`config.mk`:
```
export PLATFORM = sky130hd
export DESIGN_NAME = tlb_unit_flat
export DESIGN_NICKNAME = d
export VERILOG_FILES = /design/src/rtl/tlb_pkg.sv /design/src/rtl/tlb_unit_if.sv /design/src/rtl/tlb_lookup.sv /design/src/rtl/tlb_unit.sv /design/src/flat_wrapper.sv
export SDC_FILE = /design/constraint.sdc
export NUM_CORES = 2
export LEC_CHECK = 0
export BUFFER_PORTS_ARGS = -buffer_cell sky130_fd_sc_hd__clkbuf_2
export CAP_MARGIN = 25
export CELL_PAD_IN_SITES_DETAIL_PLACEMENT = 1
export CELL_PAD_IN_SITES_GLOBAL_PLACEMENT = 1
export CORE_MARGIN = 2
export CORE_UTILIZATION = 45
export CTS_BUF_LIST = sky130_fd_sc_hd__clkbuf_16
export DETAILED_ROUTE_END_ITERATION = 7
export GPL_ROUTABILITY_DRIVEN = 0
export PLACE_DENSITY = 0.85
export SYNTH_ARGS = -nofsm -noshare
export SYNTH_HDL_FRONTEND = slang
export SYNTH_SLANG_ARGS = --single-unit
```
`constraint.sdc`:
```
create_clock -name clk -period 5.41 [get_ports clk]
set_input_delay 0.8115 -clock clk [delete_from_list [all_inputs] [get_ports clk]]
set_output_delay 0.8115 -clock clk [all_outputs]
set_load 0.02 [all_outputs]
```
`src/rtl/tlb_pkg.sv`:
```
// Shared types and constants for the joint TLB.
// CP0 field positions, segment codes and the entry layout.
package tlb_pkg;

    localparam logic [2:0] KSEG0 = 3'b100;
    localparam logic [2:0] KSEG1 = 3'b101;
    localparam logic [2:0] CACHE_UNCACHED = 3'd2;

    localparam int VPN2_HI = 31;
    localparam int VPN2_LO = 13;
    localparam int ASID_HI = 7;
    localparam int ASID_LO = 0;
    localparam int PFN_HI  = 25;
    localparam int PFN_LO  = 6;
    localparam int C_HI    = 5;
    localparam int C_LO    = 3;
    localparam int D_BIT   = 2;
    localparam int V_BIT   = 1;
    localparam int G_BIT   = 0;
    localparam int MASK_HI = 24;
    localparam int MASK_LO = 13;
    localparam int P_BIT   = 31;

    typedef struct packed {
        logic [18:0] vpn2;
        logic [7:0]  asid;
        logic [11:0] mask;
        logic        g;
        logic [19:0] pfn0;
        logic [2:0]  c0;
        logic        d0;
        logic        v0;
        logic [19:0] pfn1;
        logic [2:0]  c1;
        logic        d1;
        logic        v1;
    } tlb_entry_t;

    function automatic logic is_mapped(input logic [31:0] va);
        return (va[31:29] != KSEG0) && (va[31:29] != KSEG1);
    endfunction

endpackage

```
`src/rtl/tlb_unit_if.sv`:
```
// Fetch/data translation bus between the pipeline and the TLB.
// master = pipeline side, slave = TLB side.
interface tlb_unit_if;

    logic        inst_en;
    logic [31:0] inst_vaddr;
    logic [31:0] inst_paddr;
    logic        inst_uncached;
    logic        inst_tlb_refill;
    logic        inst_tlb_invalid;

    logic        data_en;
    logic        data_write;
    logic [31:0] data_vaddr;
    logic [31:0] data_paddr;
    logic        data_uncached;
    logic        data_tlb_refill;
    logic        data_tlb_invalid;
    logic        data_tlb_modify;

    modport master (
        output inst_en, inst_vaddr,
        output data_en, data_write, data_vaddr,
        input  inst_paddr, inst_uncached,
        input  inst_tlb_refill, inst_tlb_invalid,
        input  data_paddr, data_uncached,
        input  data_tlb_refill, data_tlb_invalid,
        input  data_tlb_modify
    );

    modport slave (
        input  inst_en, inst_vaddr,
        input  data_en, data_write, data_vaddr,
        output inst_paddr, inst_uncached,
        output inst_tlb_refill, inst_tlb_invalid,
        output data_paddr, data_uncached,
        output data_tlb_refill, data_tlb_invalid,
        output data_tlb_modify
    );

endinterface

```
`src/rtl/tlb_lookup.sv`:
```
// Combinational associative match over all TLB entries.
// Lowest matching index wins; odd_i picks the odd page.
module tlb_lookup
    import tlb_pkg::*;
#(
    parameter int N  = 16,
    parameter int IW = 4
) (
    input  tlb_entry_t [N-1:0] entries_i,
    input  logic [18:0]        vpn2_i,
    input  logic [7:0]         asid_i,
    input  logic               odd_i,
    output logic               hit_o,
    output logic [IW-1:0]      idx_o,
    output logic [19:0]        pfn_o,
    output logic [2:0]         c_o,
    output logic               d_o,
    output logic               v_o
);

    logic unused_mask;

    // Scan downward so the lowest matching entry is the last one kept.
    always_comb begin
        hit_o = 1'b0;
        idx_o = '0;
        pfn_o = '0;
        c_o   = '0;
        d_o   = 1'b0;
        v_o   = 1'b0;
        for (int i = N - 1; i >= 0; i--) begin
            if (entries_i[i].vpn2 == vpn2_i &&
                (entries_i[i].g || entries_i[i].asid == asid_i)) begin
                hit_o = 1'b1;
                idx_o = IW'(i);
                pfn_o = odd_i ? entries_i[i].pfn1 : entries_i[i].pfn0;
                c_o   = odd_i ? entries_i[i].c1 : entries_i[i].c0;
                d_o   = odd_i ? entries_i[i].d1 : entries_i[i].d0;
                v_o   = odd_i ? entries_i[i].v1 : entries_i[i].v0;
            end
        end
    end

    // Page mask is carried for TLBR only; matching is fixed at 4 KB.
    always_comb begin
        unused_mask = 1'b0;
        for (int i = 0; i < N; i++) begin
            unused_mask = unused_mask ^ (^entries_i[i].mask);
        end
    end

endmodule

```
`src/rtl/tlb_unit.sv`:
```
// Joint TLB: fetch/data translation, TLBP/TLBR results to CP0
// and TLBWI/TLBWR entry writes.
module tlb_unit
    import tlb_pkg::*;
#(
    parameter int TLB_LINE_NUM = 16,
    parameter int INDEX_W      = $clog2(TLB_LINE_NUM)
) (
    input  logic        clk,
    input  logic        rst,
    input  logic        stall,
    input  logic [3:0]  tlb_type,
    input  logic [31:0] entry_hi_W,
    input  logic [31:0] page_mask_W,
    input  logic [31:0] entry_lo0_W,
    input  logic [31:0] entry_lo1_W,
    input  logic [31:0] index_W,
    input  logic [31:0] random_W,
    input  logic [2:0]  config_k0,
    tlb_unit_if.slave   bus,
    output logic [31:0] index_in,
    output logic [31:0] entry_hi_in,
    output logic [31:0] page_mask_in,
    output logic [31:0] entry_lo0_in,
    output logic [31:0] entry_lo1_in
);

    tlb_entry_t [TLB_LINE_NUM-1:0] tlb_q, tlb_d;

    logic               wr_en;
    logic [INDEX_W-1:0] wr_idx;
    tlb_entry_t         wr_entry;
    tlb_entry_t         rd_entry;
    logic [7:0]         cur_asid;

    logic               i_hit, d_hit, p_hit;
    logic [INDEX_W-1:0] i_idx, d_idx, p_idx;
    logic [19:0]        i_pfn, d_pfn, p_pfn;
    logic [2:0]         i_c, d_c, p_c;
    logic               i_d, d_d, p_d;
    logic               i_v, d_v, p_v;
    logic               i_map, d_map;
    logic               unused_ok;

    assign cur_asid = entry_hi_W[ASID_HI:ASID_LO];
    assign wr_en    = !stall && (tlb_type[3] || tlb_type[2]);
    assign wr_idx   = tlb_type[2] ? index_W[INDEX_W-1:0]
                                  : random_W[INDEX_W-1:0];

    // Assemble the entry image from the CP0 write registers.
    always_comb begin
        wr_entry      = '0;
        wr_entry.vpn2 = entry_hi_W[VPN2_HI:VPN2_LO];
        wr_entry.asid = cur_asid;
        wr_entry.mask = page_mask_W[MASK_HI:MASK_LO];
        wr_entry.g    = entry_lo0_W[G_BIT] & entry_lo1_W[G_BIT];
        wr_entry.pfn0 = entry_lo0_W[PFN_HI:PFN_LO];
        wr_entry.c0   = entry_lo0_W[C_HI:C_LO];
        wr_entry.d0   = entry_lo0_W[D_BIT];
        wr_entry.v0   = entry_lo0_W[V_BIT];
        wr_entry.pfn1 = entry_lo1_W[PFN_HI:PFN_LO];
        wr_entry.c1   = entry_lo1_W[C_HI:C_LO];
        wr_entry.d1   = entry_lo1_W[D_BIT];
        wr_entry.v1   = entry_lo1_W[V_BIT];
    end

    // Next-state of the entry array: one entry replaced per write.
    always_comb begin
        tlb_d = tlb_q;
        if (wr_en) begin
            tlb_d[wr_idx] = wr_entry;
        end
    end

    // Entry storage; reset clears every field and flag.
    always_ff @(posedge clk or negedge rst) begin
        if (!rst) begin
            tlb_q <= '0;
        end else begin
            tlb_q <= tlb_d;
        end
    end

    tlb_lookup #(.N(TLB_LINE_NUM), .IW(INDEX_W)) u_inst_lk (
        .entries_i (tlb_q),
        .vpn2_i    (bus.inst_vaddr[VPN2_HI:VPN2_LO]),
        .asid_i    (cur_asid),
        .odd_i     (bus.inst_vaddr[12]),
        .hit_o     (i_hit),
        .idx_o     (i_idx),
        .pfn_o     (i_pfn),
        .c_o       (i_c),
        .d_o       (i_d),
        .v_o       (i_v)
    );

    tlb_lookup #(.N(TLB_LINE_NUM), .IW(INDEX_W)) u_data_lk (
        .entries_i (tlb_q),
        .vpn2_i    (bus.data_vaddr[VPN2_HI:VPN2_LO]),
        .asid_i    (cur_asid),
        .odd_i     (bus.data_vaddr[12]),
        .hit_o     (d_hit),
        .idx_o     (d_idx),
        .pfn_o     (d_pfn),
        .c_o       (d_c),
        .d_o       (d_d),
        .v_o       (d_v)
    );

    tlb_lookup #(.N(TLB_LINE_NUM), .IW(INDEX_W)) u_probe_lk (
        .entries_i (tlb_q),
        .vpn2_i    (entry_hi_W[VPN2_HI:VPN2_LO]),
        .asid_i    (cur_asid),
        .odd_i     (1'b0),
        .hit_o     (p_hit),
        .idx_o     (p_idx),
        .pfn_o     (p_pfn),
        .c_o       (p_c),
        .d_o       (p_d),
        .v_o       (p_v)
    );

    assign i_map = is_mapped(bus.inst_vaddr);
    assign d_map = is_mapped(bus.data_vaddr);

    // Fetch port: segment decode, translation and exception flags.
    always_comb begin
        bus.inst_paddr       = '0;
        bus.inst_uncached    = 1'b0;
        bus.inst_tlb_refill  = 1'b0;
        bus.inst_tlb_invalid = 1'b0;
        if (!i_map) begin
            bus.inst_paddr    = {3'b000, bus.inst_vaddr[28:0]};
            bus.inst_uncached = (bus.inst_vaddr[31:29] == KSEG1) ||
                                (config_k0 == CACHE_UNCACHED);
        end else if (i_hit) begin
            bus.inst_paddr    = {i_pfn, bus.inst_vaddr[11:0]};
            bus.inst_uncached = (i_c == CACHE_UNCACHED);
        end
        if (bus.inst_en && i_map) begin
            bus.inst_tlb_refill  = !i_hit;
            bus.inst_tlb_invalid = i_hit && !i_v;
        end
    end

    // Data port: as fetch, plus the store-to-clean-page modify flag.
    always_comb begin
        bus.data_paddr       = '0;
        bus.data_uncached    = 1'b0;
        bus.data_tlb_refill  = 1'b0;
        bus.data_tlb_invalid = 1'b0;
        bus.data_tlb_modify  = 1'b0;
        if (!d_map) begin
            bus.data_paddr    = {3'b000, bus.data_vaddr[28:0]};
            bus.data_uncached = (bus.data_vaddr[31:29] == KSEG1) ||
                                (config_k0 == CACHE_UNCACHED);
        end else if (d_hit) begin
            bus.data_paddr    = {d_pfn, bus.data_vaddr[11:0]};
            bus.data_uncached = (d_c == CACHE_UNCACHED);
        end
        if (bus.data_en && d_map) begin
            bus.data_tlb_refill  = !d_hit;
            bus.data_tlb_invalid = d_hit && !d_v;
            bus.data_tlb_modify  = d_hit && d_v && !d_d &&
                                   bus.data_write;
        end
    end

    // TLBP result and TLBR read-back, always live.
    always_comb begin
        rd_entry     = tlb_q[index_W[INDEX_W-1:0]];
        index_in     = p_hit ? 32'(p_idx) : (32'd1 << P_BIT);
        entry_hi_in  = {rd_entry.vpn2, 5'b0, rd_entry.asid};
        page_mask_in = {7'b0, rd_entry.mask, 13'b0};
        entry_lo0_in = {6'b0, rd_entry.pfn0, rd_entry.c0,
                        rd_entry.d0, rd_entry.v0, rd_entry.g};
        entry_lo1_in = {6'b0, rd_entry.pfn1, rd_entry.c1,
                        rd_entry.d1, rd_entry.v1, rd_entry.g};
    end

    assign unused_ok = ^{entry_hi_W[12:8], page_mask_W[31:25],
                         page_mask_W[12:0], entry_lo0_W[31:26],
                         entry_lo1_W[31:26], index_W[31:INDEX_W],
                         random_W[31:INDEX_W], tlb_type[1:0],
                         i_idx, d_idx, p_pfn, p_c, p_d, p_v};

endmodule

```
`src/flat_wrapper.sv`:
```
// flat-port wrapper written by rule: the top's interface ports become plain ports
module tlb_unit_flat import tlb_pkg::*;
#(
    parameter int TLB_LINE_NUM = 16,
    parameter int INDEX_W      = $clog2(TLB_LINE_NUM)
)
  (clk, rst, stall, tlb_type, entry_hi_W, page_mask_W, entry_lo0_W, entry_lo1_W, index_W, random_W, config_k0, index_in, entry_hi_in, page_mask_in, entry_lo0_in, entry_lo1_in, bus_inst_en, bus_inst_vaddr, bus_data_en, bus_data_write, bus_data_vaddr, bus_inst_paddr, bus_inst_uncached, bus_inst_tlb_refill, bus_inst_tlb_invalid, bus_data_paddr, bus_data_uncached, bus_data_tlb_refill, bus_data_tlb_invalid, bus_data_tlb_modify);
  tlb_unit_if bus_i ();
  input  logic clk;
  input  logic rst;
  input  logic stall;
  input  logic [3:0] tlb_type;
  input  logic [31:0] entry_hi_W;
  input  logic [31:0] page_mask_W;
  input  logic [31:0] entry_lo0_W;
  input  logic [31:0] entry_lo1_W;
  input  logic [31:0] index_W;
  input  logic [31:0] random_W;
  input  logic [2:0] config_k0;
  output logic [31:0] index_in;
  output logic [31:0] entry_hi_in;
  output logic [31:0] page_mask_in;
  output logic [31:0] entry_lo0_in;
  output logic [31:0] entry_lo1_in;
  input wire logic [$bits(bus_i.inst_en)-1:0] bus_inst_en;
  input wire logic [$bits(bus_i.inst_vaddr)-1:0] bus_inst_vaddr;
  input wire logic [$bits(bus_i.data_en)-1:0] bus_data_en;
  input wire logic [$bits(bus_i.data_write)-1:0] bus_data_write;
  input wire logic [$bits(bus_i.data_vaddr)-1:0] bus_data_vaddr;
  output wire logic [$bits(bus_i.inst_paddr)-1:0] bus_inst_paddr;
  output wire logic [$bits(bus_i.inst_uncached)-1:0] bus_inst_uncached;
  output wire logic [$bits(bus_i.inst_tlb_refill)-1:0] bus_inst_tlb_refill;
  output wire logic [$bits(bus_i.inst_tlb_invalid)-1:0] bus_inst_tlb_invalid;
  output wire logic [$bits(bus_i.data_paddr)-1:0] bus_data_paddr;
  output wire logic [$bits(bus_i.data_uncached)-1:0] bus_data_uncached;
  output wire logic [$bits(bus_i.data_tlb_refill)-1:0] bus_data_tlb_refill;
  output wire logic [$bits(bus_i.data_tlb_invalid)-1:0] bus_data_tlb_invalid;
  output wire logic [$bits(bus_i.data_tlb_modify)-1:0] bus_data_tlb_modify;
  assign bus_i.inst_en = bus_inst_en;
  assign bus_i.inst_vaddr = bus_inst_vaddr;
  assign bus_i.data_en = bus_data_en;
  assign bus_i.data_write = bus_data_write;
  assign bus_i.data_vaddr = bus_data_vaddr;
  assign bus_inst_paddr = bus_i.inst_paddr;
  assign bus_inst_uncached = bus_i.inst_uncached;
  assign bus_inst_tlb_refill = bus_i.inst_tlb_refill;
  assign bus_inst_tlb_invalid = bus_i.inst_tlb_invalid;
  assign bus_data_paddr = bus_i.data_paddr;
  assign bus_data_uncached = bus_i.data_uncached;
  assign bus_data_tlb_refill = bus_i.data_tlb_refill;
  assign bus_data_tlb_invalid = bus_i.data_tlb_invalid;
  assign bus_data_tlb_modify = bus_i.data_tlb_modify;
  tlb_unit #(.TLB_LINE_NUM(TLB_LINE_NUM), .INDEX_W(INDEX_W)) u_core (.clk(clk), .rst(rst), .stall(stall), .tlb_type(tlb_type), .entry_hi_W(entry_hi_W), .page_mask_W(page_mask_W), .entry_lo0_W(entry_lo0_W), .entry_lo1_W(entry_lo1_W), .index_W(index_W), .random_W(random_W), .config_k0(config_k0), .bus(bus_i), .index_in(index_in), .entry_hi_in(entry_hi_in), .page_mask_in(page_mask_in), .entry_lo0_in(entry_lo0_in), .entry_lo1_in(entry_lo1_in));
endmodule
```
==> impl_metrics.py, run 1 <==
metrics = {
    "status": {
        "run_status": "aborted with a tool error",
        "haltStage": "5_1_grt",
        "error": "[ERROR GRT-0232] Routing congestion too high. Check the congestion heatmap in the GUI.",
    },
    "yosys": {
        "netlist.area_leader.share_pct": 38.9,
        "synth_largest_area_cell": "dfrtp_1",
        "synth-edff-count": 0,
        "synth_area_leaders": "dfrtp_1 (39%), mux2_2 (20%), mux4_2 (11%), xor2_1 (7.6%), mux2i_1 (5.7%)",
        "synthFlopType": "dfrtp_1",
        "yosysMostFrequentCell": "mux2_2",
        "yosys_register_bits": 1440,
        "avgSynthCellArea_um2": 12.2,
        "seq_area_frac_synth_pct": 38.9,
        "synth_commonest_cells": "mux2_2 (1607), dfrtp_1 (1440), xor2_1 (804)",
        "synth_cell_types": 90,
        "syn-cell-area_um2": 92700,
        "async_flop_share_pct": 100,
        "ys_warn_count": 0,
        "synthCells": 7578,
    },
    "grt": {
        "grt_max_degree": 141,
        "antenna_found_initial": 159,
        "track_usage_pct": 64.4,
        "grt-ovfl-total": 150,
    },
    "sta": {
        "worst-ep-kind": "output port",
        "crit_endpoint": "bus_data_tlb_modify",
    },
    "cts": {
        "clock-sinks": 1440,
        "cts_root_buf": "clkbuf_16",
        "htree_levels": 4,
        "cts_buffer_depth": 3,
        "holdBufCountCts": 0,
        "numCtsBuffers": 162,
    },
    "floorplanning": {
        "rows": 166,
        "ios": 500,
        "die_y_um": 458,
        "initial_core_util_pct": 45.3,
        "die_x_um": 458,
    },
    "placed_design": {
        "portBuffers": 340,
        "dpl.cell_count": 10500,
        "placed_cell_area_um2": 101000,
        "post-dp-hpwl_um": 286000,
    },
}
-- repair_timing --
action                     4_1_cts
gates resized for setup        326
buffers inserted                58
setup endpoints to repair       60
gates cloned                     1
pin swaps                      110
-- metal layers --
| metal | overflow | GRT usage, % |
|---|---|---|
| met1 | 9 | 61.2 |
| met4 | 69 | 59.9 |
| met2 | 56 | 76.2 |
| met3 | 15 | 58.5 |
| met5 | 1 | 50.1 |
-- per-stage QoR --
step                TNS [ps]  setup slack [ps]
CTS                     -697              -147
detailed placement     -8630              -355
floorplan                  0               702
global placement       -3950              -320
-- cells by family after synthesis --
family,after synthesis,synth area share [%]
mux,2583,36.1
simple gates,931,5.43
flops,1440,38.9
other cells,1,0.00404
compound gates,770,5.75
buf+inv,813,3.99
xor+xnor,1040,9.82
==> run 2, diff against run 1 <==
- CELL_PAD_IN_SITES_DETAIL_PLACEMENT: 1 -> unset
- CELL_PAD_IN_SITES_GLOBAL_PLACEMENT: 1 -> unset
- CORE_UTILIZATION: 45 -> 30
- CTS_BUF_LIST: sky130_fd_sc_hd__clkbuf_16 -> unset
- PLACE_DENSITY: 0.85 -> unset
- PLACE_DENSITY_LB_ADDON: unset -> 0.15
==> impl_metrics.py, run 2 <==
metrics = {
    "status": {
        "run_status": "finished with violations",
        "violations": "negative setup slack",
    },
    "cts": {
        "insertion_delay_ps": 870,
        "cts_buffer_depth": 4,
        "clk_pin_slew_ps": 60,
        "cts_tree": "yes",
        "clock-sinks": 1440,
        "htree_levels": 4,
        "cts_root_buf": "clkbuf_16",
        "numCtsBuffers": 181,
    },
    "pwr": {
        "clockPowerShare_pct": 28.6,
        "power_frac_comb_pct": 29.7,
        "powerDensity_nw_per_um2": 377,
        "p_leak_nw": 48.6,
        "switching_power_mw": 15.1,
        "p_int_mw": 27.3,
        "ir_drop_uv": 242,
        "switching_share_pct": 35.6,
        "pwr-share-seq_pct": 41.7,
    },
    "grt": {
        "grt-ovfl-total": 0,
        "antenna_found_initial": 43,
        "grt_pass1_vias": 73300,
        "met2_usage_pct": 41.3,
        "track_usage_pct": 27.2,
        "grt.busiest_layer": "met2",
        "grt_max_degree": 156,
        "grtUsageMet3_pct": 5.75,
        "grt_pass1_wl_um": 606000,
        "met1_usage_pct": 36.4,
    },
    "route": {
        "avgViaCountPerCell": 5.79,
        "firstDrtPassIters": 6,
        "drt-total-wl_um": 438000,
        "dr.first_iter.drc_count": 6860,
        "vias": 71900,
        "ant_nets": 0,
        "drc": 0,
        "wl_per_cell_um": 35.2,
    },
    "sta": {
        "fin_crit_ps": 5590,
        "rsz0062_at_grt": "true",
        "maxClockFrequency_mhz": 179,
        "fin_tns_setup_ps": -611,
        "setup_viol": 14,
        "slew_violations": 0,
        "hold_viol_final": 0,
        "fin_ws_ps": -177,
        "clock_skew_ps": 0,
        "min_period_over_period_pct": 103,
        "slew_headroom_pct": 15.6,
        "worst_slew_pin_slew_ps": 1270,
    },
    "yosys": {
        "synth_cell_types": 90,
        "yosys_register_bits": 1440,
        "syn-cell-area_um2": 92700,
        "synth-edff-count": 0,
        "synthFlopType": "dfrtp_1",
        "ys_warn_count": 0,
        "synth_commonest_cells": "mux2_2 (1607), dfrtp_1 (1440), xor2_1 (804)",
        "avgSynthCellArea_um2": 12.2,
        "yosysMostFrequentCell": "mux2_2",
        "seq_area_frac_synth_pct": 38.9,
        "synth_area_leaders": "dfrtp_1 (39%), mux2_2 (20%), mux4_2 (11%), xor2_1 (7.6%), mux2i_1 (5.7%)",
        "synthCells": 7578,
        "async_flop_share_pct": 100,
        "synth_largest_area_cell": "dfrtp_1",
        "netlist.area_leader.share_pct": 38.9,
    },
    "layout": {
        "stdcell_count": 12400,
        "area_growth_pct": 21.2,
        "final_common_cell": "mux2_2",
        "layout-drive-gt1-share_pct": 45.5,
        "top_register": "u_core.tlb_q",
        "largest_reg_flops": 1440,
        "layout_common_cells": "mux2_2 (1607), dfrtp_1 (1395), xor2_1 (803), buf_4 (595), mux2i_1 (526)",
        "nFillCells": 30200,
        "nNetsFinal": 8430,
        "top_regs": "u_core.tlb_q (1440)",
    },
    "floorplanning": {
        "rows": 204,
        "ios": 500,
        "initial_core_util_pct": 30.1,
        "die_x_um": 560,
        "die-area_um2": 314000,
        "die_y_um": 560,
        "design.core.area_um2": 308000,
    },
    "placed_design": {
        "dpl.cell_count": 12100,
        "post-dp-hpwl_um": 311000,
        "portBuffers": 340,
    },
    "job": {
        "maxCapViolCount": 0,
    },
    "critical_path": {
        "startpoint_type": "register",
        "cp.required_ps": 4600,
        "critPathMaxFanout": 8,
        "crit_arrival_ps": 4780,
        "path_class": "reg2out",
        "end_kind": "output pin",
    },
    "hold_path": {
        "hp-class": "in2reg",
    },
}
run 2: cell type report:
| class | count | area, µm² | share of cell area, % |
|---|---|---|---|
| clock inverters | 50 | 515 | 0.459 |
| diodes | 13 | 32.5 | 0.0290 |
| inverters | 19 | 71.3 | 0.0635 |
| multi-input cells | 5388 | 55000 | 49.0 |
| flip-flops and latches | 1440 | 36100 | 32.1 |
| well taps | 4120 | 5150 | 4.59 |
| clock buffers | 262 | 5210 | 4.64 |
| repair buffers | 1131 | 10200 | 9.10 |
run 2: critical path, stage by stage, from the launching register on:
cell	delay [ps]
dfrtp_2	460
xor2_1	180
nor4_2	380
nand4_1	290
buf_4	240
nor3_4	140
buf_12	160
nand2_8	90
buf_12	160
buf_12	150
o221ai_2	130
nand3_1	120
a221oi_2	360
nor4_2	110
o41ai_4	660
buf_4	260
run 2: kinds of logic (layout without fill, tap and decap cells):
family	count (synthesis)	in the layout	share of synthesized area, %
xor gates and xnor gates	1040	1040	9.82
buffers and inverters	813	1462	3.99
other	1	77	0.00404
and+or+nand+nor	931	931	5.43
muxes	2583	2583	36.1
AOI/OAI and AO/OA	770	770	5.75
DFF	1440	1440	38.9
run 2: routing by layer:
metal | vias to the layer above | share of wire, %
met4 | 44 | 5.8
met1 | 38300 | 43
met5 | - | 0.065
li1 | 29300 | -
met3 | 928 | 7.6
met2 | 3341 | 44
run 2: worst paths after layout:
| kind | startpoint | endpoint | slack, ps | depth (start not counted) |
|---|---|---|---|---|
| max | u_core.tlb_q[1421]$_DFFE_PN0P_ | bus_data_paddr[17] | -180 | 15 |
| max in group asynchronous | rst | u_core.tlb_q[948]$_DFFE_PN0P_ | 3320 | 4 |
| max reg2reg | u_core.tlb_q[1421]$_DFFE_PN0P_ | u_core.tlb_q[1421]$_DFFE_PN0P_ | 4260 | 3 |
| min in group asynchronous | rst | u_core.tlb_q[171]$_DFFE_PN0P_ | 450 | 2 |
| min | entry_lo1_W[0] | u_core.tlb_q[50]$_DFFE_PN0P_ | 390 | 3 |
| min reg2reg | u_core.tlb_q[232]$_DFFE_PN0P_ | u_core.tlb_q[232]$_DFFE_PN0P_ | 500 | 1 |
run 2: through the flow:
step	cell area (µm²)	utilization, %	hold WS [ps]	power (mW)	setup slack [ps]
after detailed placement	104000	33.9	488	29.8	-805
after CTS	111000	36.1	316	42.2	-320
after global routing	112000	36.5	370	44.1	-147
after global placement	104000	33.9	482	29.5	-828
final	112000	36.5	390	42.4	-177
after floorplan	93000	-	467	24.6	702
run 2: timing repair:
item                                   4_1_cts  5_1_grt
setup endpoints to repair                   58       44
pin swaps                                   58      103
hold buffers                                 1        0
gates resized for setup                    203      199
buffers inserted                            24       28
gates cloned                                 0        1
endpoints found under the hold margin       38        0
run 2: power by group through the flow:
stage | clock (mW) | sequential, mW | combinational [mW]
CTS | 12.4 | 17.5 | 12.4
global route | 12.8 | 17.9 | 13.3
global placement | 0 | 17.5 | 12.0
floorplan | 0 | 16.1 | 8.48
detailed placement | 0 | 17.7 | 12.1
finish | 12.1 | 17.7 | 12.6
No activity file was read; power rests on OpenSTA's default activity.
